### src/rtl/select_sequencer.sv
// Select generator for a downstream 3-to-8 one-hot decoder: steps a channel index
// up or down over the enabled channels, holding each index for dwell+1 cycles.
module select_sequencer #(
    parameter int DWELL_W = 4
) (
    input  logic               clk,
    input  logic               rst,
    input  logic               en,
    input  logic               dir,
    input  logic               load,
    input  logic [2:0]         load_val,
    input  logic [DWELL_W-1:0] dwell,
    input  logic [7:0]         mask,
    output logic [2:0]         S,
    output logic               active,
    output logic               step,
    output logic               wrap
);

    localparam logic [DWELL_W-1:0] CNT_ZERO = {DWELL_W{1'b0}};
    localparam logic [DWELL_W-1:0] CNT_ONE  = {{(DWELL_W-1){1'b0}}, 1'b1};

    logic [2:0]         s_q, s_d;
    logic [DWELL_W-1:0] cnt_q, cnt_d;
    logic               step_q, step_d;
    logic               wrap_q, wrap_d;
    logic [2:0]         nxt_s;

    // First enabled channel after cur in the chosen direction; the 8th candidate is cur itself.
    function automatic logic [2:0] next_index(input logic [2:0] cur, input logic dn,
                                              input logic [7:0] m);
        logic [2:0] cand;
        logic       found;
        logic [3:0] k4;
        next_index = cur;
        found      = 1'b0;
        for (int k = 1; k <= 8; k++) begin
            k4   = 4'(k);
            cand = dn ? (cur - k4[2:0]) : (cur + k4[2:0]);
            if (!found && m[cand]) begin
                next_index = cand;
                found      = 1'b1;
            end else begin
                found      = found;
            end
        end
    endfunction

    // Next-state selection: load beats disable, disable beats empty mask, then count/advance.
    always_comb begin
        s_d    = s_q;
        cnt_d  = cnt_q;
        step_d = 1'b0;
        wrap_d = 1'b0;
        nxt_s  = next_index(s_q, dir, mask);
        if (load) begin
            s_d   = load_val;
            cnt_d = CNT_ZERO;
        end else if (!en) begin
            cnt_d = cnt_q;
        end else if (mask == 8'h00) begin
            cnt_d = CNT_ZERO;
        end else if (cnt_q < dwell) begin
            cnt_d = cnt_q + CNT_ONE;
        end else begin
            // >= rather than == so a dwell lowered below the count advances at once
            cnt_d  = CNT_ZERO;
            s_d    = nxt_s;
            step_d = 1'b1;
            wrap_d = dir ? (nxt_s >= s_q) : (nxt_s <= s_q);
        end
    end

    // State registers with asynchronous clear.
    always_ff @(posedge clk or posedge rst) begin
        if (rst) begin
            s_q    <= 3'd0;
            cnt_q  <= CNT_ZERO;
            step_q <= 1'b0;
            wrap_q <= 1'b0;
        end else begin
            s_q    <= s_d;
            cnt_q  <= cnt_d;
            step_q <= step_d;
            wrap_q <= wrap_d;
        end
    end

    assign S      = s_q;
    assign step   = step_q;
    assign wrap   = wrap_q;
    assign active = en & (mask != 8'h00) & mask[s_q];

endmodule

### config.mk
export PLATFORM = sky130hd
export DESIGN_NAME = select_sequencer
export DESIGN_NICKNAME = d
export VERILOG_FILES = /design/src/rtl/select_sequencer.sv
export SDC_FILE = /design/constraint.sdc
export NUM_CORES = 1
export LEC_CHECK = 0
export BUFFER_PORTS_ARGS = -buffer_cell sky130_fd_sc_hd__buf_2
export CORE_MARGIN = 10
export CORE_UTILIZATION = 51
export DETAILED_ROUTE_END_ITERATION = 16
export PLACE_DENSITY = 0.84
export SYNTH_ARGS = -nofsm -noshare
export SYNTH_HDL_FRONTEND = slang
export SYNTH_SLANG_ARGS = --single-unit
export TNS_END_PERCENT = 10
### constraint.sdc
create_clock -name clk -period 4 [get_ports clk]
set_clock_uncertainty 0.15 [all_clocks]
set_input_delay 0 -clock clk [delete_from_list [all_inputs] [get_ports clk]]
set_output_delay 0 -clock clk [all_outputs]
set_load 0.05 [all_outputs]
; Yosys cells after proc, flatten, opt, wreduce, memory -nomap -nowiden
; Index checks and enable logic that the tools add are counted.
[totals]
reg_bits = 9
in_bits = 20
[op_classes]
addsub = 15
order_cmp = 11
eq_ne = 2
n_mux = 55
n_bitwise = 2
reduce_logical = 18
[op_table]
columns = cell, n
row1 = two-way mux 3 bit, 19
row2 = < comparator 3 x 4 -> 1 bit (second input constant), 8
row3 = binary-select mux 1 bit (select 3 bit), 8
row4 = two-way mux 1 bit, 24
row5 = two-way mux 4 bit, 4
row6 = adder 3 bit (second input constant), 4
row7 = subtractor 3 bit (second input constant), 4
row8 = logical NOT 8 bit, 1
row9 = nonzero test 8 bit, 1
row10 = logical AND 1 bit, 7
row11 = logical NOT 1 bit, 7
row12 = adder 3 x 2 -> 3 bit (second input constant), 2
row13 = subtractor 3 x 2 -> 3 bit (second input constant), 2
row14 = adder 4 x 1 -> 4 bit (second input constant), 1
row15 = < comparator 4 bit, 1
row16 = != test 2 bit (second input constant), 2
row17 = adder 3 x 1 -> 3 bit (second input constant), 1
row18 = >= comparator 3 bit, 1
row19 = less-or-equal comparator 3 bit, 1
row20 = AND reduction 3 bit, 1
row21 = subtractor 3 x 1 -> 3 bit (second input constant), 1
row22 = bitwise AND 1 bit, 2
row23 = nonzero test 2 bit, 1

; Depth between registers and ports, before layout
; Gate-level depths: netlist of the first run.
[logic_depth]
ltp_word = 32
ltp_mapped = 17
depth_no_buf = 14

; Worst setup path before layout of the first run
; No wires, ideal clock.
[synth_timing]
path_kind = register to register
startpoint = register s_q[0] (netlist: S[0])
endpoint = register wrap_q (netlist: wrap)
setup_ps = 123
arrival_ps = 4264
required_ps = 3727
slack_ps = -537
path_stages_with_launch = 18
n_path_buf = 3
path_cell_list = dfrtp_1 -> buf_6 -> buf_8 -> inv_1 -> fa_1 -> buf_2 -> mux4_2 -> mux2_2 -> nor4_2 -> and2b_1 -> a32oi_1 -> a31oi_1 -> inv_1 -> ha_1 -> a21o_1 -> a21oi_1 -> xnor2_1 -> a21oi_1
[synth_between]
elab_chain_cells = 32
[synth_rtl]
columns = item, line
row1 = from (decl), 23  ; logic [2:0] s_q, s_d;
row2 = from (signal assigned), 77  ; s_q <= 3'd0;
row3 = from (signal assigned), 82  ; s_q <= s_d;
row4 = adder 3 x 1 -> 3 bit / subtractor 3 x 1 -> 3 bit (equally long branches), 39  ; cand = dn ? (cur - k4[2:0]) : (cur + k4[2:0]);
row5 = two-way mux 3 bit, 39
row6 = binary-select mux 1 bit (select 3 bit), 40  ; if (!found && m[cand]) begin
row7 = two-way mux 1 bit (not written as such), 40
row8 = two-way mux 1 bit, 40
row9 = logical NOT 1 bit, 40
row10 = logical AND 1 bit, 40
row11 = two-way mux 1 bit, 40
row12 = [... 17 more ...], --
row13 = two-way mux 3 bit, 40
row14 = less-or-equal comparator 3 bit / >= comparator 3 bit (equally long branches), 70  ; wrap_d = dir ? (nxt_s >= s_q) : (nxt_s <= s_q);
row15 = two-way mux 1 bit *, 70
row16 = two-way mux 1 bit *, 63  ; end else if (cnt_q < dwell) begin
row17 = two-way mux 1 bit *, 61  ; end else if (mask == 8'h00) begin
row18 = two-way mux 1 bit *, 59  ; end else if (!en) begin
row19 = two-way mux 1 bit *, 56  ; if (load) begin
row20 = named net wrap_d, 26  ; logic wrap_q, wrap_d;
row21 = to (signal assigned), 85  ; wrap_q <= wrap_d;
row22 = to (decl), 26
; The timed path passes the listed nets; every way through them passes the cells marked *. The select of a mux whose other input is x is not followed.
; A chain may end at the register's enable or synchronous reset.

; Worst setup path after layout of the first run
; Same ends and word-level chain as after synthesis.

==> results of run 1 <==
routing by layer:
| metal | vias up | part of all wire |
|---|---|---|
| met4 | 0 | 0.022 |
| li1 | 715 | - |
| met5 | - | 0 |
| met3 | 16 | 0.070 |
| met2 | 74 | 0.50 |
| met1 | 757 | 0.41 |
cell type report:
cell class / count / area [sq um]
well taps: 31 / 38.8
flip-flops and latches: 9 / 228
clock inverters: 1 / 5.00
clock buffers: 3 / 22.5
multi-input cells: 136 / 1250
repair buffers: 42 / 273
fillers: 232 / 962
inverters: 12 / 45.0
Yosys cell counts, drive strengths merged, types with 2 or more instances:
cell type / n
inv: 11
nor2: 11
mux4: 10
dfrtp: 9
mux2i: 9
mux2: 8
nand2: 8
a21oi: 7
ha: 7
nand3: 6
nor3: 6
o21ai: 6
a21o: 5
buf: 5
a31oi: 4
xnor2: 4
and2: 3
nand3b: 3
o31ai: 3
or3: 3
xor2: 3
a211oi: 2
a311o: 2
a32o: 2
a32oi: 2
clkbuf: 2
fa: 2
nand2b: 2
o211ai: 2
o31a: 2
or4: 2
xnor3: 2
cell usage in the layout, fill, tap and decap left out, types with 3 or more instances in the layout:
master          n
buf_2          25
dlygate4sd3_1   8
mux2i_1         9
nor3_1          5
nand3b_1        3
mux4_2          8
nand3_1         6
o21ai_0         5
nor2_1         11
o31ai_1         3
nand2_1         8
a31oi_1         4
inv_1           9
clkbuf_4        3
ha_1            7
a21o_1          5
mux2_2          6
dfrtp_1         7
xnor2_1         4
or3_1           3
xor2_1          3
a21oi_1         6
and2_1          3
buf_4           9
worst reg2reg max path, cell delays in order, from the launching register on:
cell,delay (ns)
dfrtp_2,0.37
inv_2,0.07
fa_2,0.62
mux4_2,0.59
mux2_4,0.34
nor3_2,0.22
and2_1,0.21
a31oi_1,0.11
a31oi_1,0.18
inv_1,0.07
ha_1,0.29
a21o_1,0.18
a21oi_2,0.12
xnor2_1,0.13
a21oi_1,0.09
sequential cells by signal (all words and copies together) (netlist names):
name / count
S: 3
cnt_q: 4
step: 1
wrap: 1
timing repair:
| action | 4_1_cts | 5_1_grt |
|---|---|---|
| endpoints found under the setup margin | 0 | 2 |
| setup buffers | 0 | 4 |
| hold buffers | 8 | 0 |
| hold endpoints to repair | 16 | 0 |
| gates resized for setup | 0 | 6 |
path summary, 6_finish.rpt:
check / start / endpoint / slack, ns / cells after the start
worst max-delay path: S[0]$_DFFE_PP0P_ / wrap$_DFF_PP0_ / 0.13 / 14
worst min-delay path: load / S[1]$_DFFE_PP0P_ / 0.02 / 3
worst max register to register: S[0]$_DFFE_PP0P_ / wrap$_DFF_PP0_ / 0.13 / 14
worst min register to register: cnt_q[0]$_DFFE_PP0P_ / cnt_q[0]$_DFFE_PP0P_ / 0.40 / 1
max in group asynchronous: rst / S[1]$_DFFE_PP0P_ / 3.32 / 3
min in group asynchronous: rst / cnt_q[3]$_DFFE_PP0P_ / 0.09 / 3
power groups by stage:
stage	clock network (mW)	registers, mW	logic, mW
floorplan	0	0.119	0.369
CTS	0.0745	0.107	0.479
global placement	0	0.108	0.453
finish	0.0717	0.108	0.526
global route	0.0799	0.109	0.562
detailed placement	0	0.109	0.470
kinds of logic (layout without fill, tap and decap cells):
group,Yosys count,in the layout,share of synthesized area
AND/OR/NAND/NOR,48,48,0.164
flip-flops,9,9,0.146
buffers and inverters,19,58,0.0608
AO/OA/AOI/OAI,42,42,0.192
adder cells (fa/ha/maj),9,9,0.0827
multiplexers,27,27,0.270
XOR/XNOR,10,10,0.0843
per-stage QoR:
step	instance area, sq um	TNS [ns]
after global routing	1870	-0.0297
after floorplan	1560	-0.138
after detailed placement	1710	0
after CTS	1810	0
final	1870	0
after global placement	1710	0
==> results.sh, run 1 <==
export IMPL_status="finished clean"
export IMPL_worst_pin_slew_ns=0.600
export IMPL_syn_avg_cell_area_sq_um=9.41
export IMPL_remaining_drc_errors=0
export IMPL_drt_initial_drc_count=140
export IMPL_grt_pass1_vias=1479
export IMPL_slew_violations=0
export IMPL_ant_nets=0
export IMPL_cts_buffers=3
export IMPL_yosys_warnings=0
export IMPL_fp_dieArea_sq_mm=0.00563
export IMPL_grt_ovfl_total=0
export IMPL_internal_power_mw=0.379
export IMPL_clkTransAtPathRegs_ns=0.07
export IMPL_antenna_found_initial=0
export IMPL_cp_common_cell="a31oi_1"
export IMPL_whs_ns=0.0207
export IMPL_slowest_stage="fa_2"
export IMPL_min_period_ns=3.87
export IMPL_synth_distinct_cells=49
export IMPL_synth_edff_count=0
export IMPL_viasPerCell=6.68
export IMPL_nets=233
export IMPL_busiest_layer="met2"
export IMPL_diodes=0
export IMPL_synth_ff_type="dfrtp_1"
export IMPL_die_x_microns=75
export IMPL_die_h_microns=75
export IMPL_p_clk_frac=0.102
export IMPL_drive_gt1_frac=0.315
export IMPL_cts_tree="built"
export IMPL_grt_max_degree=19
export IMPL_dp_cells=218
export IMPL_yosysTopAreaCell="dfrtp_1"
export IMPL_combPwrFrac=0.746
export IMPL_cts_num_sinks=9
export IMPL_leakage_nw=0.877
export IMPL_fmax_mhz=259
export IMPL_netlist_instances=164
export IMPL_drt_pass1_iterations=4
export IMPL_cp_max_fo=5
export IMPL_dpl_worst_slack_ns=0.0720
export IMPL_dp_hpwl_mm=3.32
export IMPL_met2_usage=0.257
export IMPL_p_per_area_mw_per_mm2=378
export IMPL_cp_slowest_stage_delay_ns=0.62
export IMPL_maxSlewHeadroom=0.600
export IMPL_startpoint_type="flop"
export IMPL_crit_chain="inv_2, fa_2, mux4_2, mux2_4, nor3_2, and2_1, a31oi_1, a31oi_1, inv_1, ha_1, a21o_1, a21oi_2, xnor2_1, a21oi_1"
export IMPL_grt_use_total=0.154
export IMPL_fin_cells=234
export IMPL_synthToLayoutAreaGrowth_pct=21.0
export IMPL_netlist_area_sq_mm=0.00154
export IMPL_cp_required_ns=3.99
export IMPL_arrival_ns=3.86
export IMPL_met1_usage=0.185
export IMPL_gp_congestion=0.895
export IMPL_start_util=0.545
export IMPL_setup_viol=0
export IMPL_grt_first_pass_wirelength_mm=6.93
export IMPL_row_count=19
export IMPL_period_share=0.966
export IMPL_crit_family="multiplexers"
export IMPL_layout_setup_ws_ns=0.135
export IMPL_ios=26
export IMPL_irDropWorstVdd_uv=171
export IMPL_holdCritPathClass="primary input to flop"
export IMPL_synth_area_leaders="dfrtp_1 15%, mux4_2 12%, mux2i_1 5.8%"
export IMPL_core_sq_mm=0.00283
export IMPL_avgRoutedWirePerCell_microns=18.8
export IMPL_clk_path_buf_depth=2
export IMPL_root_buffer="clkbuf_4"
export IMPL_p_total_mw=0.705
export IMPL_cp_end_kind="flop"
export IMPL_crit_buf_inv=2
export IMPL_synth_seq_area_share=0.146
export IMPL_use_met3=0.0250
export IMPL_ys_ff_latch=9
export IMPL_io_buffers=25
export IMPL_final_core_util=0.660
export IMPL_async_reset_ff_frac=1.00
export IMPL_drt_wl_total_mm=4.39
export IMPL_drv_cap=0
export IMPL_synth_top_cell_area_share=0.146
export IMPL_htree_levels=1
export IMPL_clk_latency_ns=0.27
export IMPL_hold_viol_final=0
export IMPL_via_count=1562
export IMPL_p_sw_mw=0.327
export IMPL_worstSetupPathType="flop to flop"
export IMPL_swShare=0.463
export IMPL_synth_nets=193
export IMPL_power_share_sequential=0.152
No activity file was read; power rests on OpenSTA's default activity.
==> inputs of run 2 (changes only) <==
- ABC_AREA: default -> 1
- CORE_UTILIZATION: 51 -> 36
- PLACE_DENSITY: 0.84 -> 0.66
==> run 2 against run 1 <==
Net effect: die area is 24% higher; flip-flop and latch count stayed put; combinational power is 7.8% lower; non-clock buffer count is 6 lower; synthesized cell count is 46% higher; cell area is 6.6% lower; total power is 0.10% higher.
==> results.sh, run 2 <==
export IMPL_yosys_mux_area_fraction=0
export IMPL_regMostFlops="cnt_q"
export IMPL_cp_max_fo=9
export IMPL_synth_commonest_cells="85 x nand2_1, 37 x nand3_1, 22 x inv_1"
export IMPL_synthXorXnorAreaFrac=0.0241
export IMPL_syn_avg_cell_area_sq_um=6.05
export IMPL_grt_pass1_vias=1609
export IMPL_min_period_ns=3.59
export IMPL_fmax_mhz=278
export IMPL_yosys_warnings=0
export IMPL_synth_top_family_by_area="simple AND/OR/NAND/NOR gates"
export IMPL_cp_required_ns=3.99
export IMPL_dpl_worst_slack_ns=0.348
export IMPL_leakage_nw=0.974
export IMPL_core_sq_mm=0.00394
export IMPL_startpoint_type="flop"
export IMPL_clk_path_buf_depth=2
export IMPL_holdCritPathClass="primary input to asynchronous set/reset pin"
export IMPL_final_cell_area_sq_mm=0.00174
export IMPL_die_h_microns=83.5
export IMPL_status="finished clean"
export IMPL_postCtsSetupBuffers=0
export IMPL_synthToLayoutAreaGrowth_pct=20.1
export IMPL_worst_pin_slew_ns=0.450
export IMPL_cts_num_sinks=9
export IMPL_io_buffers=25
export IMPL_cts_tree="built"
export IMPL_grt_max_degree=15
export IMPL_synth_top_cell_area_share=0.220
export IMPL_die_x_microns=83.5
export IMPL_layout_setup_ws_ns=0.406
export IMPL_largest_register_ffs=4
export IMPL_nets=304
export IMPL_clk_latency_ns=0.24
export IMPL_drv_cap=0
export IMPL_layout_area_seq_sq_um=226
export IMPL_synth_edff_count=0
export IMPL_drt_wl_total_mm=3.95
export IMPL_period_share=0.898
export IMPL_clkTransAtPathRegs_ns=0.05
export IMPL_cts_buffers=3
export IMPL_diodes=0
export IMPL_yosysMostFrequentCell="nand2_1"
export IMPL_ys_ff_latch=9
export IMPL_yosys_area_share_simple=0.531
export IMPL_start_util=0.368
export IMPL_maxSlewHeadroom=0.700
export IMPL_hold_viol_final=0
export IMPL_cp_slowest_stage_delay_ns=0.48
export IMPL_synth_distinct_cells=36
export IMPL_irDropWorstVdd_uv=135
export IMPL_tns_ns=0
export IMPL_root_buffer="clkbuf_8"
export IMPL_setup_viol=0
export IMPL_synth_compound_area_frac=0.101
export IMPL_via_count=1590
export IMPL_slowest_stage="fa_1"
export IMPL_viasPerCell=4.91
export IMPL_fp_dieArea_sq_mm=0.00698
export IMPL_grt_ovfl_total=0
export IMPL_row_count=23
export IMPL_r2r_cells=21
export IMPL_crit_chain="inv_2, fa_1, inv_1, nand3_1, nand2_1, nand2_1, nand2_4, nand2_4, nor2_8, nand2_4, nor2_4, nand3_2, clkinv_1, nand2_1, and2_1, ha_1, nand2_1, nor2_1, a211oi_1, xor2_1, a211oi_1"
export IMPL_multi_input_area_sq_mm=0.00108
export IMPL_netlist_instances=240
export IMPL_cp_end_kind="flop"
export IMPL_async_reset_ff_frac=1.00
export IMPL_ant_nets=0
export IMPL_netlist_area_sq_mm=0.00145
export IMPL_synth_ff_type="dfrtp_1"
export IMPL_p_per_area_mw_per_mm2=405
export IMPL_synth_nets=269
export IMPL_nFillCells=406
export IMPL_cp_common_cell="nand2_1"
export IMPL_antenna_found_initial=0
export IMPL_htree_levels=1
export IMPL_avgRoutedWirePerCell_microns=12.2
export IMPL_synth_seq_area_share=0.155
export IMPL_dpl_instance_area_sq_mm=0.00163
export IMPL_remaining_drc_errors=0
export IMPL_mostFrequentLayoutCell="nand2_1"
export IMPL_synth_area_leaders="nand2_1 22%, dfrtp_1 16%, nand3_1 13%"
export IMPL_grt_use_total=0.115
export IMPL_ios=26
export IMPL_synth_fa_ha_area_frac=0.0879
export IMPL_arrival_ns=3.59
export IMPL_dp_hpwl_mm=3.29
export IMPL_final_cell_mix="85 x nand2_1, 37 x nand3_1, 25 x buf_2, 22 x inv_1, 16 x nor2_1"
export IMPL_grt_first_pass_wirelength_mm=6.99
export IMPL_gp_congestion=0.839
export IMPL_drive_gt1_frac=0.215
export IMPL_drt_initial_drc_count=65
export IMPL_worstSetupPathType="flop to flop"
export IMPL_drt_pass1_iterations=4
export IMPL_rsz0062_at_grt="false"
export IMPL_slew_violations=0
export IMPL_yosysTopAreaCell="nand2_1"
==> run 2: cells by family (layout without fill, tap and decap cells) <==
| kind of cell | count (synthesis) | after routing |
|---|---|---|
| AO/OA/AOI/OAI | 21 | 21 |
| flip-flops | 9 | 9 |
| adder cells (fa/ha/maj) | 9 | 9 |
| XOR/XNOR | 4 | 4 |
| AND/OR/NAND/NOR | 164 | 164 |
| buffers and inverters | 33 | 67 |
==> run 2: through the flow <==
stage                     cells  hold slack (ns)  power [mW]   util
final                       324            0.107       0.706  0.442
after detailed placement    313           -0.171       0.591  0.413
after global placement      313           -0.176       0.583  0.413
after CTS                   324            0.117       0.707  0.442
after floorplan             240           -0.322       0.492      -
after global routing        324            0.133       0.785  0.442
==> run 2: where the power goes <==
part	leakage (nW)	total, mW	internal (mW)	switching (mW)
Clock	0.0255	0.109	0.0683	0.0403
Combinational	0.831	0.485	0.172	0.313
Sequential	0.118	0.112	0.0988	0.0133
==> run 2: final cells by class <==
class | instances | share of cell area
tap | 50 | 0.0359
timing repair buffer | 36 | 0.129
clock buffer | 3 | 0.0237
clock inverter | 1 | 0.00287
multi-input combinational | 198 | 0.619
inverter | 27 | 0.0595
sequential | 9 | 0.130
==> run 2: routing by layer <==
metal	vias to the layer above	track usage	part of all wire
met3	5	0.0195	0.049
met4	0	0.0381	0.012
met1	701	0.137	0.46
li1	841	-	-
met2	43	0.203	0.48
met5	-	0	0
==> run 2: path summary, 6_finish.rpt <==
| check | start | to | slack [ns] |
|---|---|---|---|
| max reg2reg | S[1]$_DFFE_PP0P_ | wrap$_DFF_PP0_ | 0.41 |
| max in group asynchronous | rst | S[1]$_DFFE_PP0P_ | 3.32 |
| max | S[1]$_DFFE_PP0P_ | wrap$_DFF_PP0_ | 0.41 |
| min | rst | cnt_q[2]$_DFFE_PP0P_ | 0.11 |
| min in group clk | dir | wrap$_DFF_PP0_ | 0.12 |
| min reg2reg | cnt_q[3]$_DFFE_PP0P_ | cnt_q[3]$_DFFE_PP0P_ | 0.40 |
==> run 2: repair_timing <==
item                                    in CTS  in global routing
gates resized for setup                      0                  1
hold endpoints to repair                    17                  0
endpoints found under the setup margin       0                  1
hold buffers                                 7                  0
==> run 2: critical path: cells and delay by family (launching register included) <==
family | cells | cell delay [ns]
simple gates | 13 | 1.25
fa+ha+maj | 2 | 0.77
flops | 1 | 0.46
compound gates | 2 | 0.39
buf+inv | 3 | 0.37
xor+xnor | 1 | 0.10
==> inputs of run 3 (changes only) <==
- CORE_UTILIZATION: 36 -> 35
- PLACE_DENSITY: 0.66 -> 0.64
==> run 3 against run 2 <==
Net effect: register-to-register slack gained 0.11 ns; non-clock buffer count up 1; cell count up 0.31%; combinational power hardly changed; setup slack improved by 0.11 ns; first-iteration DRC count up 69%; critical endpoint unchanged.
==> results.sh, run 3 (synthesis gave the netlist of run 2 again) <==
export IMPL_clk_latency_ns=0.23
export IMPL_largest_register_ffs=4
export IMPL_leakage_nw=0.977
export IMPL_fp_dieArea_sq_mm=0.00713
export IMPL_arrival_ns=3.47
export IMPL_layout_area_seq_sq_um=225
export IMPL_final_cell_mix="85 x nand2_1, 37 x nand3_1, 25 x buf_2, 22 x inv_1, 16 x nor2_1"
export IMPL_grt_pass1_vias=1635
export IMPL_setup_viol=0
export IMPL_tns_ns=0
export IMPL_drt_pass1_iterations=4
export IMPL_rsz0062_at_grt="false"
export IMPL_holdCritPathClass="primary input to asynchronous set/reset pin"
export IMPL_gp_congestion=0.863
export IMPL_row_count=23
export IMPL_fmax_mhz=287
export IMPL_clkTransAtPathRegs_ns=0.05
export IMPL_cp_required_ns=3.99
export IMPL_diodes=0
export IMPL_period_share=0.870
export IMPL_root_buffer="clkbuf_8"
export IMPL_die_h_microns=84.4
export IMPL_grt_max_degree=15
export IMPL_ios=26
export IMPL_drive_gt1_frac=0.211
export IMPL_avgRoutedWirePerCell_microns=12.1
export IMPL_remaining_drc_errors=0
export IMPL_worstSetupPathType="flop to flop"
export IMPL_final_cell_area_sq_mm=0.00175
export IMPL_dpl_instance_area_sq_mm=0.00163
export IMPL_crit_chain="inv_2, fa_1, inv_1, nand3_1, nand2_1, nand2_1, nand2_4, nand2_4, nor2_8, nand2_4, nor2_4, nand3_2, clkinv_1, nand2_1, and2_1, ha_1, nand2_1, nor2_1, a211oi_1, xor2_1, a211oi_1"
export IMPL_antenna_found_initial=0
export IMPL_die_x_microns=84.4
export IMPL_core_sq_mm=0.00400
export IMPL_whs_ns=0.123
export IMPL_slew_violations=0
export IMPL_nets=305
export IMPL_dp_hpwl_mm=3.29
export IMPL_p_total_mw=0.699
export IMPL_grt_ovfl_total=0
export IMPL_mostFrequentLayoutCell="nand2_1"
export IMPL_status="finished clean"
export IMPL_regMostFlops="cnt_q"
export IMPL_start_util=0.363
export IMPL_irDropWorstVdd_uv=151
export IMPL_drt_initial_drc_count=110
export IMPL_nFillCells=437
export IMPL_htree_levels=1
export IMPL_grt_first_pass_wirelength_mm=7.15
export IMPL_io_buffers=25
export IMPL_slowest_stage="fa_1"
export IMPL_ant_nets=0
export IMPL_postCtsResizedCells=0
export IMPL_multi_input_area_sq_mm=0.00108
export IMPL_p_per_area_mw_per_mm2=400
export IMPL_cts_tree="built"
export IMPL_cts_hold_buf=7
export IMPL_via_count=1630
export IMPL_cts_num_sinks=9
export IMPL_min_period_ns=3.48
export IMPL_hold_viol_final=0
export IMPL_grt_use_total=0.114
export IMPL_drt_wl_total_mm=3.93
export IMPL_postCtsSetupBuffers=0
export IMPL_viasPerCell=5.02
export IMPL_synthToLayoutAreaGrowth_pct=20.4
export IMPL_cts_buffers=3
export IMPL_drv_cap=0
export IMPL_cp_end_kind="flop"
export IMPL_maxSlewHeadroom=0.696
export IMPL_startpoint_type="flop"
export IMPL_clk_path_buf_depth=2
export IMPL_layout_setup_ws_ns=0.520
export IMPL_dpl_worst_slack_ns=0.526
export IMPL_cp_common_cell="nand2_1"
export IMPL_cp_max_fo=7
export IMPL_cp_slowest_stage_delay_ns=0.44
export IMPL_worst_pin_slew_ns=0.456
-- run 3: cell count changes in the layout (fill, tap and decap cells not counted) --
cell,previous run,this run
clkbuf_1,0,1
clkinv_2,1,0
buf_4,4,5
dfrtp_1,8,9
dfrtp_2,1,0
-- run 3: routing by layer --
metal  wire length [microns]  GRT usage  vias up  share of wire
li1                        -          -      849              -
met1                    1870      0.152      723           0.48
met2                    1770      0.186       50           0.45
met3                     226     0.0213        8          0.058
met4                      68     0.0254        0          0.017
met5                       0          0        -              0
-- run 3: layout make-up --
cell class,count,area share
Tap cell,50,0.0358
Inverter,27,0.0594
Sequential cell,9,0.129
Timing Repair Buffer,37,0.133
Clock buffer,4,0.0258
Multi-Input combinational cell,198,0.617
-- run 3: final timing paths --
check                                      from              endpoint  slack, ns  cells past startpoint
min in group clk                            dir        wrap$_DFF_PP0_       0.14                      4
setup reg to reg               S[1]$_DFFE_PP0P_        wrap$_DFF_PP0_       0.52                     21
hold reg to reg            cnt_q[1]$_DFFE_PP0P_  cnt_q[1]$_DFFE_PP0P_       0.41                      1
setup / recovery               S[1]$_DFFE_PP0P_        wrap$_DFF_PP0_       0.52                     21
max in group asynchronous                   rst      S[2]$_DFFE_PP0P_       3.32                      3
hold / removal                              rst  cnt_q[2]$_DFFE_PP0P_       0.12                      3
-- run 3: critical path, delay by kind of cell, from the launching register on --
kind / cells / cell delay, ns
compound gates: 2 / 0.41
xor+xnor: 1 / 0.10
fa+ha+maj: 2 / 0.72
buf+inv: 3 / 0.39
flops: 1 / 0.38
simple gates: 13 / 1.24
-- run 3: power breakdown --
group | switching (mW) | internal, mW | leakage (nW) | total [mW]
sequential | 0.0105 | 0.0987 | 0.119 | 0.109
clock | 0.0371 | 0.0696 | 0.0228 | 0.107
combinational | 0.312 | 0.171 | 0.836 | 0.483
total | 0.360 | 0.340 | 0.977 | 0.699
-- run 3: per-stage QoR --
step | instances | utilization
floorplan | 240 | -
CTS | 325 | 0.437
global placement | 314 | 0.409
detailed placement | 314 | 0.409
global route | 325 | 0.437
finish | 325 | 0.437
